$ cat src/rtl/pcm_rom_arbiter.sv
// Shares one PCM sample ROM port between two ADPCM engines, each with a
// one-entry tag/data cache, round-robin arbitration and a fetch timeout.
module pcm_rom_arbiter #(
    parameter int            AW       = 20,
    parameter logic [AW-1:0] B_OFFSET = 'h40000,
    parameter int            TIMEOUT  = 255
) (
    input  logic          CLK96,
    input  logic          RESET96,
    input  logic [AW-1:0] A_ADDR,
    output logic [7:0]    A_DOUT,
    output logic          A_OK,
    input  logic [AW-1:0] B_ADDR,
    output logic [7:0]    B_DOUT,
    output logic          B_OK,
    output logic          ROM_CS,
    output logic [AW-1:0] ROM_ADDR,
    input  logic [7:0]    ROM_DOUT,
    input  logic          ROM_OK,
    output logic          ERR
);

    typedef enum logic [1:0] {
        IDLE,
        SETTLE,
        WAIT
    } state_t;

    localparam logic [7:0] CNT_LAST = 8'(TIMEOUT - 1);

    state_t        st;
    logic [AW-1:0] tag_a;
    logic [AW-1:0] tag_b;
    logic [7:0]    data_a;
    logic [7:0]    data_b;
    logic          val_a;
    logic          val_b;
    logic          gnt_b;
    logic          last_b;
    logic [AW-1:0] req_tag;
    logic [7:0]    cnt;

    logic pend_a;
    logic pend_b;
    logic pick_b;

    assign A_OK   = val_a && (tag_a == A_ADDR);
    assign B_OK   = val_b && (tag_b == B_ADDR);
    assign A_DOUT = data_a;
    assign B_DOUT = data_b;

    assign pend_a = ~A_OK;
    assign pend_b = ~B_OK;
    // B wins when it is alone, or on a tie when A was served last
    assign pick_b = pend_b && (!pend_a || !last_b);

    always_ff @(posedge CLK96 or posedge RESET96) begin
        if (RESET96) begin
            st       <= IDLE;
            tag_a    <= '0;
            tag_b    <= '0;
            data_a   <= '0;
            data_b   <= '0;
            val_a    <= 1'b0;
            val_b    <= 1'b0;
            gnt_b    <= 1'b0;
            last_b   <= 1'b1;
            req_tag  <= '0;
            cnt      <= '0;
            ROM_CS   <= 1'b0;
            ROM_ADDR <= '0;
            ERR      <= 1'b0;
        end else begin
            unique case (st)
                IDLE: begin
                    if (pend_a || pend_b) begin
                        gnt_b    <= pick_b;
                        last_b   <= pick_b;
                        req_tag  <= pick_b ? B_ADDR : A_ADDR;
                        ROM_ADDR <= pick_b ? B_ADDR + B_OFFSET : A_ADDR;
                        ROM_CS   <= 1'b1;
                        st       <= SETTLE;
                    end
                end
                SETTLE: begin
                    cnt <= '0;
                    st  <= WAIT;
                end
                WAIT: begin
                    if (ROM_OK) begin
                        if (gnt_b) begin
                            data_b <= ROM_DOUT;
                            tag_b  <= req_tag;
                            val_b  <= 1'b1;
                        end else begin
                            data_a <= ROM_DOUT;
                            tag_a  <= req_tag;
                            val_a  <= 1'b1;
                        end
                        ROM_CS <= 1'b0;
                        st     <= IDLE;
                    end else if (cnt == CNT_LAST) begin
                        // abandon; cache untouched so the channel retries
                        ERR    <= 1'b1;
                        ROM_CS <= 1'b0;
                        st     <= IDLE;
                    end else begin
                        cnt <= cnt + 8'd1;
                    end
                end
                default: st <= IDLE;
            endcase
        end
    end

endmodule

$ cat config.mk
export PLATFORM = sky130hd
export DESIGN_NAME = pcm_rom_arbiter
export DESIGN_NICKNAME = d
export VERILOG_FILES = /design/src/rtl/pcm_rom_arbiter.sv
export SDC_FILE = /design/constraint.sdc
export NUM_CORES = 1
export LEC_CHECK = 0
export CAP_MARGIN = 10
export CORE_AREA = 2 2 111 113
export DETAILED_ROUTE_END_ITERATION = 8
export DIE_AREA = 0 0 113 115
export PLACE_DENSITY = 0.66
export SKIP_CTS_REPAIR_TIMING = 1
export SLEW_MARGIN = 20
export SYNTH_ARGS = -nofsm -noshare
export SYNTH_HDL_FRONTEND = slang
export SYNTH_SLANG_ARGS = --single-unit
$ cat constraint.sdc
create_clock -name CLK96 -period 2.8 [get_ports CLK96]
set_input_delay 0.28 -clock CLK96 [delete_from_list [all_inputs] [get_ports CLK96]]
set_output_delay 0.28 -clock CLK96 [all_outputs]
set_load 0.05 [all_outputs]
==> results_dict.tcl <==
set metrics [dict create \
    worst-path-max-fanout 10 \
    hpwl_um 7520 \
    cp_cell_sequence "xnor2_1, nand4_1, nor4_4, a21boi_1, or3_1, a31o_1" \
    io_buffer_count 90 \
    grt_pass1_wl_um 17800 \
    avgSynthCellArea_um2 11.8 \
    fin_nets 514 \
    power.switching_mw 2.98 \
    grt_max_degree 95 \
    synth_cell_types 43 \
    synthAdderAreaFrac_pct 0.546 \
    synth_compound_area_share_pct 9.22 \
    final_cell_mix "93 x dfrtp_1, 88 x clkdlybuf4s50_1, 56 x mux2_2" \
    via_per_inst 5.36 \
    slew_headroom_pct 47.1 \
    dp_slack_ps 17.3 \
    grt-ovfl-total 0 \
    yosysWarnings 0 \
    layout_commonest_cell "dfrtp_1" \
    setup_viol 0 \
    fin_skew_ps 9.18 \
    setup_ws_ps 333 \
    ys.flop_type "dfrtp_1" \
    vias 3285 \
    p_int_mw 4.16 \
    dr.pass1.iters 6 \
    worstSetupPathType "flip-flop to flip-flop" \
    synthXorXnorAreaFrac_pct 8.79 \
    ys_seq_elements 94 \
    max_stage_delay_ps 430 \
    die_height_um 115 \
    ioPinCount 91 \
    max_freq_ghz 0.405 \
    vdd_drop_max_mv 0.572 \
    synth_area_leaders "dfrtp_1 51%, mux2_2 14%, xnor2_1 6.3%, nand3b_1 3.3%, buf_4 2.9%" \
    netlist_instances 389 \
    end_kind "flip-flop" \
    final_max_slew_viol_count 0 \
    place_congestion 0.782 \
    synth_edf_count 0 \
    seq_power_share_pct 35.1 \
    root_buffer "clkbuf_16" \
    powerDensity_nw_per_um2 1210 \
    seq_area_frac_synth_pct 51.3 \
    instances_no_fill 613 \
    clkPwrFrac_pct 16.8 \
    die_w_um 113 \
    drc 2 \
    coreArea_um2 11800 \
    cts_buffers 9 \
    die_area_um2 13000 \
    clkTransAtPathRegs_ps 60 \
    drt_iter0_drc 166 \
    clkLatencyLatePin_ps 340 \
    yosysTopAreaCell "dfrtp_1" \
    async_flop_share_pct 100 \
    worstPathRequired_ps 3030 \
    startpoint_type "flip-flop" \
    violations "DRC" \
    rows 40 \
    leakage_nw 2.33 \
    place_area_um2 5590 \
    synth_mux_area_share_pct 14.4 \
    place_inst 597 \
    areaGrowthSynthToFinish_pct 28.2 \
    wl_per_cell_um 18.0 \
    tns_ps 0 \
    p_comb_share_pct 48.2 \
    drv_cap 0 \
    grt_pass1_vias 3352 \
    rsz0062_at_grt "no" \
    syn_nets 442 \
    postRouteAntennaNets 0 \
    synth_top_area_share_pct 50.8 \
    worstMarginPinSlew_ps 792 \
    antenna_found_initial 0 \
    synth.cell_area_um2 4590 \
    clock_path_buffers 2 \
    hold_viol_final 0 \
    min_path_type "input pin to asynchronous set/reset pin" \
    drive_above_1_share_pct 20.0 \
    cts_tree "done" \
    status "complete, but fails checks" \
    worst_path_max_delay_cell "nor4_4" \
    h-tree-depth 3 \
    fin_crit_ps 2470 \
    p_sw_share_pct 41.7 \
    cts.sinks 94 \
    diodes 0 \
    timing.final.crit_share_pct 88.1 \
    total_power_mw 7.14 \
    synth-simple-area-share_pct 10.1 \
    worstPathArrival_ps 2690 \
    route.final.wire_length_um 11000 \
    track_usage_pct 17.5 \
    synth_top_family_by_area "multiplexers" \
    finalInstanceArea_um2 5880 \
    start_util_pct 38.8 \
]
## power by group through the flow
stage | Clock [mW] | Combinational, mW | Sequential (mW)
after CTS | 1.23 | 3.46 | 2.50
after global placement | 0 | 3.39 | 2.49
final | 1.20 | 3.44 | 2.50
after floorplan | 0 | 2.12 | 2.87
after detailed placement | 0 | 3.44 | 2.52
after global routing | 1.29 | 3.66 | 2.59
## cell type report
class                      instances  area, µm²
clock inverter                     5       58.8
tap                              147        184
timing repair buffer             102       1060
sequential                        94       2350
clock buffer                      11        233
inverter                           2       8.76
multi-input combinational        252       1980
fill                            1045       5930
## metal layers
metal | GRT usage [%] | up-vias | routed length [µm] | part of all wire, %
met1 | 24.7 | 1667 | 5120 | 46
met5 | 0 | - | 0 | 0
li1 | - | 1508 | - | -
met3 | 3.90 | 9 | 544 | 4.9
met4 | 4.96 | 0 | 116 | 1.1
met2 | 27.5 | 101 | 5260 | 48
## synth_stat cells, types with 3 or more instances
library cell and number:
nor4_1 3, nand3_1 7, nand3b_1 20, buf_2 4, clkbuf_1 14, xnor2_1 33
nor2_1 9, xor2_1 13, dfrtp_1 93, mux2_2 56, o21ai_0 24, buf_6 3
and2_1 3, nand2b_1 5, nand4_1 8, buf_4 18, a31oi_1 21, nand2_1 4
a21oi_1 21
## final timing paths
check / startpoint / cells past startpoint / end / slack [ps]
max: tag_a[13] / 6 / ROM_ADDR[19] / 330
min: RESET96 / 3 / A_DOUT[3] / 380
max reg2reg: tag_a[13] / 6 / ROM_ADDR[19] / 330
min reg2reg: ERR / 1 / ERR / 460
max in group asynchronous: RESET96 / 3 / last_b / 2050
min in group CLK96: ERR / 1 / ERR / 460
## flip-flops by register name, summed over array words and instances, names as in the netlist, 2 cells and up
signal,count
req_tag,2
cnt,8
st,2
B_DOUT,8
A_DOUT,8
ROM_ADDR,20
tag_b,20
tag_a,20
## critical path, delay by kind of cell, from the launching register on
kind                      cells  cell delay [ps]
xor gates and xnor gates      1              350
AOI/OAI and AO/OA             2              530
and+or+nand+nor               3             1090
DFF                           1              390
## cell families (layout without fill, tap and decap cells)
| kind of cell | Yosys count | in the layout |
|---|---|---|
| XOR/XNOR | 46 | 46 |
| buffers and inverters | 43 | 120 |
| multiplexers | 58 | 58 |
| flip-flops | 94 | 94 |
| adder cells (fa/ha/maj) | 2 | 2 |
| AND/OR/NAND/NOR | 72 | 72 |
| AO/OA/AOI/OAI | 74 | 74 |
## metrics by stage
stage	utilization (%)	hold slack, ps
CTS	49.8	412
global placement	47.3	443
global route	49.8	434
floorplan	-	425
finish	49.8	382
detailed placement	47.3	448
No activity file was read; power rests on OpenSTA's default activity.
